`src/rtl/instruction_fetch_unit_if.sv`:
```
// Fetch-stage bus bundle: instruction memory port, redirect input and IF/ID handshake.
// The master modport is the fetch unit; the slave side is memory, decode and hazard logic.
interface instruction_fetch_unit_if #(
    parameter int DEPTH = 4
);
    localparam int CW = $clog2(DEPTH) + 1;

    logic [31:0]   imem_addr;
    logic [31:0]   imem_dout;
    logic          redirect_valid;
    logic [31:0]   redirect_pc;
    logic          id_ready;
    logic          if_valid;
    logic [31:0]   if_inst;
    logic [31:0]   if_pc;
    logic [CW-1:0] fifo_count;

    modport master (
        output imem_addr, if_valid, if_inst, if_pc, fifo_count,
        input  imem_dout, redirect_valid, redirect_pc, id_ready
    );

    modport slave (
        input  imem_addr, if_valid, if_inst, if_pc, fifo_count,
        output imem_dout, redirect_valid, redirect_pc, id_ready
    );
endinterface

```
`src/rtl/instruction_fetch_unit.sv`:
```
// Instruction fetch unit: owns the PC, reads the combinational instruction memory and
// buffers {pc, inst} pairs in a prefetch FIFO that feeds the IF/ID register.
module instruction_fetch_unit #(
    parameter logic [31:0] RESET_PC = 32'h0000_0000,
    parameter int          DEPTH    = 4
) (
    input  logic                      clk,
    input  logic                      reset,
    instruction_fetch_unit_if.master  bus
);
    localparam int          PW  = $clog2(DEPTH);
    localparam int          CW  = PW + 1;
    localparam logic [31:0] NOP = 32'h0000_0013;

    logic [31:0]   pc;
    logic [31:0]   fifo_pc   [DEPTH];
    logic [31:0]   fifo_inst [DEPTH];
    logic [PW-1:0] rd_ptr;
    logic [PW-1:0] wr_ptr;
    logic [CW-1:0] count;
    logic          head_valid;
    logic          pop;
    logic          push;

    // A redirect suppresses both the pop and the push of its cycle.
    assign head_valid = (count != '0);
    assign pop        = head_valid & bus.id_ready & ~bus.redirect_valid;
    assign push       = ~bus.redirect_valid & ((count < CW'(DEPTH)) | pop);

    assign bus.imem_addr  = pc;
    assign bus.if_valid   = head_valid;
    assign bus.if_inst    = head_valid ? fifo_inst[rd_ptr] : NOP;
    assign bus.if_pc      = head_valid ? fifo_pc[rd_ptr]   : 32'h0;
    assign bus.fifo_count = count;

    always_ff @(posedge clk) begin
        if (reset) begin
            pc     <= RESET_PC;
            rd_ptr <= '0;
            wr_ptr <= '0;
            count  <= '0;
        end else if (bus.redirect_valid) begin
            pc     <= {bus.redirect_pc[31:2], 2'b00};
            rd_ptr <= '0;
            wr_ptr <= '0;
            count  <= '0;
        end else begin
            if (push) begin
                pc     <= pc + 32'd4;
                wr_ptr <= wr_ptr + PW'(1);
            end
            if (pop) begin
                rd_ptr <= rd_ptr + PW'(1);
            end
            count <= count + CW'(push) - CW'(pop);
        end
    end

    // Storage needs no reset: entries are only visible while count says they are occupied.
    always_ff @(posedge clk) begin
        if (push) begin
            fifo_pc[wr_ptr]   <= pc;
            fifo_inst[wr_ptr] <= bus.imem_dout;
        end
    end
endmodule

```
`src/flat_wrapper.sv`:
```
// flat-port wrapper written by rule: the top's interface ports become plain ports
module instruction_fetch_unit_flat 
#(
    parameter logic [31:0] RESET_PC = 32'h0000_0000,
    parameter int          DEPTH    = 4
)
  (clk, reset, bus_imem_addr, bus_if_valid, bus_if_inst, bus_if_pc, bus_fifo_count, bus_imem_dout, bus_redirect_valid, bus_redirect_pc, bus_id_ready);
  instruction_fetch_unit_if #(.DEPTH(DEPTH)) bus_i ();
  input  logic clk;
  input  logic reset;
  output wire logic [$bits(bus_i.imem_addr)-1:0] bus_imem_addr;
  output wire logic [$bits(bus_i.if_valid)-1:0] bus_if_valid;
  output wire logic [$bits(bus_i.if_inst)-1:0] bus_if_inst;
  output wire logic [$bits(bus_i.if_pc)-1:0] bus_if_pc;
  output wire logic [$bits(bus_i.fifo_count)-1:0] bus_fifo_count;
  input wire logic [$bits(bus_i.imem_dout)-1:0] bus_imem_dout;
  input wire logic [$bits(bus_i.redirect_valid)-1:0] bus_redirect_valid;
  input wire logic [$bits(bus_i.redirect_pc)-1:0] bus_redirect_pc;
  input wire logic [$bits(bus_i.id_ready)-1:0] bus_id_ready;
  assign bus_imem_addr = bus_i.imem_addr;
  assign bus_if_valid = bus_i.if_valid;
  assign bus_if_inst = bus_i.if_inst;
  assign bus_if_pc = bus_i.if_pc;
  assign bus_fifo_count = bus_i.fifo_count;
  assign bus_i.imem_dout = bus_imem_dout;
  assign bus_i.redirect_valid = bus_redirect_valid;
  assign bus_i.redirect_pc = bus_redirect_pc;
  assign bus_i.id_ready = bus_id_ready;
  instruction_fetch_unit #(.RESET_PC(RESET_PC), .DEPTH(DEPTH)) u_core (.clk(clk), .reset(reset), .bus(bus_i));
endmodule
```
`config.mk`:
```
export PLATFORM = sky130hd
export DESIGN_NAME = instruction_fetch_unit_flat
export DESIGN_NICKNAME = d
export VERILOG_FILES = /design/src/rtl/instruction_fetch_unit_if.sv /design/src/rtl/instruction_fetch_unit.sv /design/src/flat_wrapper.sv
export SDC_FILE = /design/constraint.sdc
export NUM_CORES = 1
export LEC_CHECK = 0
export BUFFER_PORTS_ARGS = -buffer_cell sky130_fd_sc_hd__buf_2
export CORE_ASPECT_RATIO = 1.1
export CORE_MARGIN = 2
export CORE_UTILIZATION = 40
export CTS_CLUSTER_DIAMETER = 60
export DETAILED_ROUTE_END_ITERATION = 8
export SLEW_MARGIN = 40
export SYNTH_ARGS = -nofsm -noshare
export SYNTH_HDL_FRONTEND = slang
export SYNTH_SLANG_ARGS = --single-unit
```
`constraint.sdc`:
```
create_clock -name clk -period 3.76 [get_ports clk]
set_input_delay 0.188 -clock clk [delete_from_list [all_inputs] [get_ports clk]]
set_output_delay 0.188 -clock clk [all_outputs]
set_load 0.1 [all_outputs]
```
==> impl_metrics.ini, run 1 <==
[route]
drc = 0
finalWirelength_mm = 26.88
wl_per_cell_um = 20.14
vias = 7122
first_pass_iters = 8
via_per_inst = 5.335
drtAntennaViolNets = 0
drtIter0Drc = 464

[timing]
hold_ws_ps = 49.90
maxSlewHeadroom_pct = 45.96
slew_viol_final = 0
rsz0062_at_grt = false
finClkSkew_ps = 26.50
fin_setup_tns_ps = 0
fin_crit_sh_pct = 78.77
max_slew.worst_pin.slew_ps = 810.6
clock.fmax_ghz = 0.3377
setup_ws_ps = 798.4
setup_viol = 0
hold_violations = 0
post-route-min-period_ps = 2962

[power_and_ir_drop]
irDropWorstVdd_mv = 0.3166
power.density_mw_per_mm2 = 524.7
leakage_nw = 5.223
power.total_mw = 7.750

[yosys]
synth_seq_cells = 287
yosysUniqueCellTypes = 71
yosys.cell_count.top_type = edfxtp_1
yosysTopAreaCell = edfxtp_1
synthTopCellsByCount = 248 x edfxtp_1, 62 x and2_1, 62 x mux4_2
synth_cells = 706
seq_area_frac_synth_pct = 68.95
synthFlopType = edfxtp_1
synth_area_leaders = edfxtp_1 62%, mux4_2 12%, dfxtp_1 6.5%
synth_warnings = 0
syn_area_sq_mm = 0.01193
avgSynthCellArea_sq_um = 16.90
synth_edf_count = 248
async_reset_ff_share_pct = 0
synth_largest_type_area_fraction_pct = 62.40

[placed_design]
place_congestion = 0.7785
io_buffers = 161
place_inst = 1220
dp_hpwl_mm = 16.54
pre_cts_slack_ps = 1302
dpl_cell_area_sq_mm = 0.01324

[critical_path]
r2r_end = u_core.bus.imem_addr[18]$_SDFFE_PP0P_
cp-end-kind = output pin
crit_path_end = bus_if_inst[24]
reg2reg_depth = 4
crit_type = flip-flop to output pin
r2r-start = u_core.bus.imem_addr[13]$_SDFFE_PP0P_
rrSetupSlack_ps = 1470
worstPathRequired_ps = 3570
worstPathMaxFanout = 29
start_kind = flip-flop
cp.arrival_ps = 2770

[cells_and_area]
fillers = 2461
post-route-util_pct = 50.10
fin_nets = 1012
final-instance-count-excl-fill = 1335
area_growth_pct = 23.76
fin_area_sq_mm = 0.01477
drive_gt1_share_pct = 32.78
diodes = 0

[global_routing]
grt_start_max_net_pins = 49
grt.total_usage_pct = 17.25
globalRoute.totalOverflow = 0
antenna_found_initial = 0
grt_pass1_wl_mm = 41.22
grt_pass1_vias = 7272

[min_path]
hp-class = input port to flip-flop

[status]
status = finished, final reports clean

[die]
row_count = 66
die_x_um = 168.7
initial_core_util_pct = 40.48
die_area_sq_mm = 0.03123
die_h_um = 185.2
io_pins = 168
core_area_sq_mm = 0.02948

[clock_network]
path_clk_slew_ps = 60
cts.sinks = 287
postCtsResizedCells = 0
cts_buffers = 31
htree_levels = 1
clock_latency_ps = 560
clk_path_buf_depth = 3
cts_tree = built
post_cts_buffers = 0
root_buffer = clkbuf_16

[job]
max_cap_viol_count = 0
critical path, cell delays in order, from the launching register on:
cell and delay (ps):
dfxtp_4 770, buf_4 410, mux4_2 540, and2_1 180, buf_2 290
what timing repair did:
| action | CTS | global route |
|---|---|---|
| endpoints found under the hold margin | 153 | 0 |
| endpoints found under the setup margin | 0 | 0 |
| hold buffers | 57 | 0 |
flip-flops by register name, indices dropped and copies added (netlist names), named ones only:
name / flops
u_core.fifo_pc: 120
u_core.bus.imem_addr: 30
u_core.bus.fifo_count: 3
u_core.fifo_inst: 128
u_core.wr_ptr: 2
u_core.rd_ptr: 2
kinds of logic after synthesis:
family,after synthesis,share of synthesized area [%]
flops,287,68.95
mux,63,11.78
compound gates,70,4.970
fa+ha+maj,8,0.9016
buf+inv,62,2.160
xor+xnor,13,0.9541
other cells,1,0.03142
simple gates,202,10.25
placed cells by master (no fill, tap or decap), drive strengths merged, types with 8 or more instances in the layout:
cell           n
nor2          21
a211oi        15
buf          179
nand2         27
a21oi          8
a2111oi        8
dlygate4sd3   57
and2          62
clkbuf        45
nand3         18
and3           9
nor3          13
dfxtp         39
mux4          62
xnor2          9
and4           9
nor4          11
nand4         10
edfxtp       248
clkinv        10
inv           22
power by group:
group	internal, mW	switching (mW)	total, mW
logic	0.279	0.940	1.22
registers	3.60	0.100	3.70
clock network	1.65	1.17	2.83
cell type report:
cell class	count	area [sq um]	area share (%)
clock inverter	13	103.9	0.7032
tap	374	467.9	3.168
inverter	20	75.07	0.5083
timing repair buffer	236	1549	10.49
multi-input combinational	360	3480	23.56
clock buffer	45	858.3	5.812
sequential	287	8235	55.76
how the worst min path moves through the flow:
stage                                    from                               endpoint  slack [ps]  depth (start not counted)
after floorplan              bus_imem_dout[0]       u_core.fifo_inst[0][0]$_DFFE_PP_         290                          0
after global placement      bus_imem_dout[18]      u_core.fifo_inst[1][18]$_DFFE_PP_         410                          1
after detailed placement     bus_imem_dout[7]       u_core.fifo_inst[1][7]$_DFFE_PP_         410                          1
after CTS                 bus_redirect_pc[28]  u_core.bus.imem_addr[28]$_SDFFE_PP0P_          30                          3
after global routing      bus_redirect_pc[28]  u_core.bus.imem_addr[28]$_SDFFE_PP0P_          80                          3
final                     bus_redirect_pc[28]  u_core.bus.imem_addr[28]$_SDFFE_PP0P_          50                          3
routing by layer:
layer	vias up	global-route usage, %	part of all wire (%)	wire length [um]
met3	35	2.692	5.4	1444
li1	3289	-	-	-
met1	3563	23.14	43	11580
met5	-	0	0	0
met4	0	4.138	1.6	428
met2	235	29.67	50	13430
(Power assumes the default switching activity.)
==> inputs of run 2 (changes only) <==
clock period = 2.56 ns   (was 3.76 ns; I/O delays follow)
==> run 2 against run 1 <==
  * Design area is 1.8% higher
  * Core utilization is 0.89 points higher
  * Sequential share of layout area is 0.95 points lower
  * Combinational power is 52% higher
==> impl_metrics.ini, run 2 (same netlist as run 1, synthesis figures left out) <==
[global_routing]
antenna_found_initial = 0
grt.busiest_layer = met2
grt_pass1_wl_mm = 41.47
grt.total_usage_pct = 17.29
grt_pass1_vias = 7147
grtUsageMet2_pct = 28.43
grtUsageMet1_pct = 24.35
gr-usage-met3_pct = 2.650
globalRoute.totalOverflow = 0
grt_start_max_net_pins = 63

[power_and_ir_drop]
swShare_pct = 28.21
power.density_mw_per_mm2 = 773.4
intPower_mw = 8.346
seqPwrFrac_pct = 46.6
leakage_nw = 5.338
clockPowerShare_pct = 37.5
power.share.combinational_pct = 16.0
irDropWorstVdd_mv = 0.4476
p_switching_mw = 3.280

[die]
initial_core_util_pct = 40.48
die_x_um = 168.7
die_h_um = 185.2
die_area_sq_mm = 0.03123
io_pins = 168
core_area_sq_mm = 0.02948
row_count = 66

[timing]
fin_crit_sh_pct = 93.71
maxSlewHeadroom_pct = 61.58
finClkSkew_ps = 10.98
hold_violations = 0
clock.fmax_ghz = 0.4169
post-route-min-period_ps = 2399
max_slew.worst_pin.slew_ps = 573.2
rsz0062_at_grt = false
slew_viol_final = 0
fin_setup_tns_ps = 0
hold_ws_ps = 47.38
setup_viol = 0

[cells_and_area]
diodes = 0
area_growth_pct = 25.95
fin_nets = 1027
largest_register_ffs = 128
regMostFlops = u_core.fifo_inst
post-route-util_pct = 50.98
final_common_cell = edfxtp_1
drive_gt1_share_pct = 34.97
final_cell_mix = 248 x edfxtp_1, 161 x buf_2, 62 x mux4_2, 61 x dlygate4sd3_1, 53 x and2_1

[clock_network]
path_clk_slew_ps = 60
root_buffer = clkbuf_16
clk_path_buf_depth = 3
postCtsResizedCells = 0
clock_latency_ps = 540
htree_levels = 1
cts_tree = built
cts_buffers = 30
cts.sinks = 287

[status]
status = finished, final reports clean

[placed_design]
io_buffers = 161
place_congestion = 0.8141
dp_hpwl_mm = 16.26

[route]
via_per_inst = 5.322
drtIter0Drc = 612
vias = 7179
drtAntennaViolNets = 0
drc = 0
finalWirelength_mm = 27.14
first_pass_iters = 5
wl_per_cell_um = 20.12

[critical_path]
crit_path_end = bus_if_pc[23]
cp-end-kind = output pin
worstPathRequired_ps = 2430
reg2reg_depth = 5
cp.arrival_ps = 2270
r2r-start = u_core.bus.imem_addr[3]$_SDFFE_PP0P_
critPathLaunch = u_core.bus.fifo_count[1]$_SDFF_PP0_
rrSetupSlack_ps = 480
worstPathMaxFanout = 50
start_kind = flip-flop
crit_type = flip-flop to output pin
r2r_end = u_core.bus.imem_addr[22]$_SDFFE_PP0P_

[job]
max_cap_viol_count = 0

[min_path]
hp-class = input port to flip-flop
-- run 2: changes by cell type in the layout (fill, tap and decap cells not counted), sizes merged --
cell	delta
inv	-2
clkbuf	-1
dlygate4sd3	+4
buf	+12
bufinv	+2
clkinv	-4
clkinvlp	+3
-- run 2: final cells by class --
type | instances | area [sq um]
clock buffer | 44 | 854.6
clock inverter | 12 | 148.9
fill | 2468 | 14450
inverter | 20 | 75.07
multi-input combinational | 360 | 3491
sequential | 287 | 8239
tap | 374 | 467.9
timing repair buffer | 252 | 1754
-- run 2: worst min-delay path by stage --
stage | endpoint | start | cells after the start | slack, ps
6_report | u_core.bus.fifo_count[0]$_SDFF_PP0_ | reset | 3 | 50
5_1_grt | u_core.bus.fifo_count[1]$_SDFF_PP0_ | reset | 3 | 40
4_1_cts | u_core.bus.fifo_count[0]$_SDFF_PP0_ | reset | 3 | 20
3_5_place_dp | u_core.fifo_inst[0][15]$_DFFE_PP_ | bus_imem_dout[15] | 1 | 340
3_3_place_gp | u_core.fifo_inst[0][1]$_DFFE_PP_ | bus_imem_dout[1] | 1 | 340
2_1_floorplan | u_core.fifo_inst[0][0]$_DFFE_PP_ | bus_imem_dout[0] | 0 | 230
-- run 2: stage by stage --
stage / setup WS (ps) / cell area (sq um) / cells / power, mW
3_3_place_gp: 527.0 / 13410 / 1231 / 7.296
3_5_place_dp: 525.1 / 13410 / 1231 / 7.311
2_1_floorplan: 2.393 / 11970 / 709 / 6.874
6_report: 161.1 / 15030 / 1349 / 11.63
5_1_grt: 13.88 / 15030 / 1349 / 12.02
4_1_cts: 108.3 / 15030 / 1349 / 11.75
-- run 2: repair_timing --
action	CTS	global route
hold buffers	61	0
hold endpoints to repair	157	0
buffers inserted	1	0
setup endpoints to repair	29	0
-- run 2: power by group through the flow --
stage	registers [mW]	clock network (mW)	logic [mW]
6_report	5.41	4.36	1.86
5_1_grt	5.43	4.64	1.95
4_1_cts	5.41	4.46	1.87
3_5_place_dp	5.52	0	1.80
3_3_place_gp	5.51	0	1.79
2_1_floorplan	5.75	0	1.12
-- run 2: routing by layer --
| layer | part of all wire, % | vias to the layer above |
|---|---|---|
| li1 | - | 3307 |
| met1 | 45 | 3625 |
| met2 | 48 | 210 |
| met3 | 4.9 | 37 |
| met4 | 1.8 | 0 |
| met5 | 0 | - |
-- run 2: critical path: stages (launching register included) --
cell,delay [ps]
dfxtp_2,360
nor3_1,70
buf_4,160
inv_2,190
buf_12,280
and2_1,200
buf_2,430
==> inputs of run 3 (changes only) <==
CORE_ASPECT_RATIO = default   (was 1.1)
==> run 3 against run 2 <==
  * Combinational power barely moved
  * Routed wire length rose by 3.2%
  * Via count rose by 1.3%
  * Power rose by 3.7%
  * Global-route usage rose by 0.83 points
  * Cell count rose by 2.0%
  * Critical endpoint is now bus_if_pc[16]
  * Largest cell class unchanged
==> impl_metrics.ini, run 3 (same netlist as run 1, synthesis figures left out) <==
[timing]
setup_viol = 0
max_slew.worst_pin.slew_ps = 606.9
setup_ws_ps = 179.9
fin_crit_sh_pct = 92.97
rsz0062_at_grt = false
hold_ws_ps = 36.56
finClkSkew_ps = 7.206
maxSlewHeadroom_pct = 59.23
post-route-min-period_ps = 2380
hold_violations = 0
fin_setup_tns_ps = 0
clock.fmax_ghz = 0.4201
slew_viol_final = 0

[global_routing]
antenna_found_initial = 0
grt.total_usage_pct = 18.12
globalRoute.totalOverflow = 0
grt_pass1_wl_mm = 43.27
grt_pass1_vias = 7415
grt_start_max_net_pins = 51

[die]
row_count = 63
die_h_um = 176.7
die_x_um = 176.7
initial_core_util_pct = 40.48
core_area_sq_mm = 0.02948
die_area_sq_mm = 0.03123
io_pins = 168

[clock_network]
cts.sinks = 287
clk_path_buf_depth = 3
cts_tree = built
root_buffer = clkbuf_16
cts_buffers = 36
postCtsResizedCells = 0
path_clk_slew_ps = 60
htree_levels = 2
clock_latency_ps = 500

[placed_design]
place_congestion = 0.7857
pre_cts_slack_ps = 442.9
io_buffers = 161
dp_hpwl_mm = 17.55

[power_and_ir_drop]
p_switching_mw = 3.445
swShare_pct = 28.58
intPower_mw = 8.609
irDropWorstVdd_mv = 0.3995
power.density_mw_per_mm2 = 789.6
power.total_mw = 12.05
power.share.combinational_pct = 15.5
clockPowerShare_pct = 39.6
leakage_nw = 5.446
seqPwrFrac_pct = 44.9

[critical_path]
cp_slowest_cell = buf_2
crit_family = buffers and inverters
critPathBufInv = 4
crit_type = flip-flop to output pin
worstPathRequired_ps = 2430
cp-end-kind = output pin
max_stage_delay_ps = 430
cp.arrival_ps = 2250
worstPathMaxFanout = 50
start_kind = flip-flop
critical_path.cell_chain = nor3_1 > buf_4 > inv_2 > buf_12 > and2_1 > buf_2

[job]
max_cap_viol_count = 0

[min_path]
hp-class = input port to flip-flop

[cells_and_area]
final_cell_mix = 248 x edfxtp_1, 161 x buf_2, 62 x mux4_2, 59 x dlygate4sd3_1, 53 x and2_1
diodes = 0
fin_nets = 1036
post-route-util_pct = 51.78
final_common_cell = edfxtp_1
regMostFlops = u_core.fifo_inst
drive_gt1_share_pct = 36.00
area_growth_pct = 27.91
largest_register_ffs = 128

[route]
drtAntennaViolNets = 0
first_pass_iters = 4
finalWirelength_mm = 28.01
vias = 7270
drtIter0Drc = 420
via_per_inst = 5.283
drc = 0
wl_per_cell_um = 20.36

[status]
status = finished, final reports clean
## run 3: changes by cell type in the layout (fill, tap and decap cells not counted), sizes merged
cell	delta
buf	+5
bufinv	-1
clkbuf	-3
clkinv	+9
dlygate4sd3	-2
inv	+3
## run 3: worst register-to-register path, cell delays in order, from the launching register on
cell and delay, ps:
dfxtp_1 500, ha_1 270, nand2_1 250, a2111oi_4 570
a211oi_1 160, a2111oi_2 300
## run 3: layout make-up
class / instances / area (sq um)
Fill cell: 2466 / 14220
Clock inverter: 23 / 196.4
Multi-Input combinational cell: 360 / 3491
Tap cell: 390 / 488.0
Inverter: 20 / 75.07
Sequential cell: 287 / 8239
Clock buffer: 41 / 940.9
Timing Repair Buffer: 255 / 1834
## run 3: path summary, 6_finish.rpt
kind	end	start	cells past startpoint	slack, ps
worst max register to register	u_core.bus.imem_addr[24]$_SDFFE_PP0P_	u_core.bus.imem_addr[2]$_SDFFE_PP0P_	5	420
worst min register to register	flip-flop	u_core.rd_ptr[1]$_SDFFE_PP0P_	2	540
worst min-delay path	u_core.bus.imem_addr[16]$_SDFFE_PP0P_	bus_redirect_pc[16]	4	40
worst max-delay path	bus_if_pc[16]	u_core.bus.fifo_count[1]$_SDFF_PP0_	6	180
## run 3: routing by layer
layer	vias up	routed length [um]	global-route usage (%)
met5	-	0	0
met4	0	503	4.373
met3	36	1560	3.243
met2	253	13380	29.15
met1	3650	12570	25.72
li1	3331	-	-
## run 3: timing repair
item                                   CTS  global route
endpoints found under the hold margin  155             0
hold buffers                            59             0
setup buffers                            2             0
setup endpoints to repair                1             0
## run 3: power groups by stage
| stage | Combinational, mW | Clock [mW] | Sequential, mW |
|---|---|---|---|
| 2_1_floorplan | 1.12 | 0 | 5.75 |
| 3_3_place_gp | 1.80 | 0 | 5.51 |
| 3_5_place_dp | 1.81 | 0 | 5.52 |
| 4_1_cts | 1.88 | 4.88 | 5.42 |
| 5_1_grt | 1.96 | 5.07 | 5.44 |
| 6_report | 1.87 | 4.77 | 5.42 |
## run 3: stage by stage
| step | instances | instance area (sq um) |
|---|---|---|
| after floorplan | 709 | 11970 |
| after global placement | 1251 | 13510 |
| final | 1376 | 15260 |
| after CTS | 1376 | 15260 |
| after global routing | 1376 | 15260 |
| after detailed placement | 1251 | 13510 |
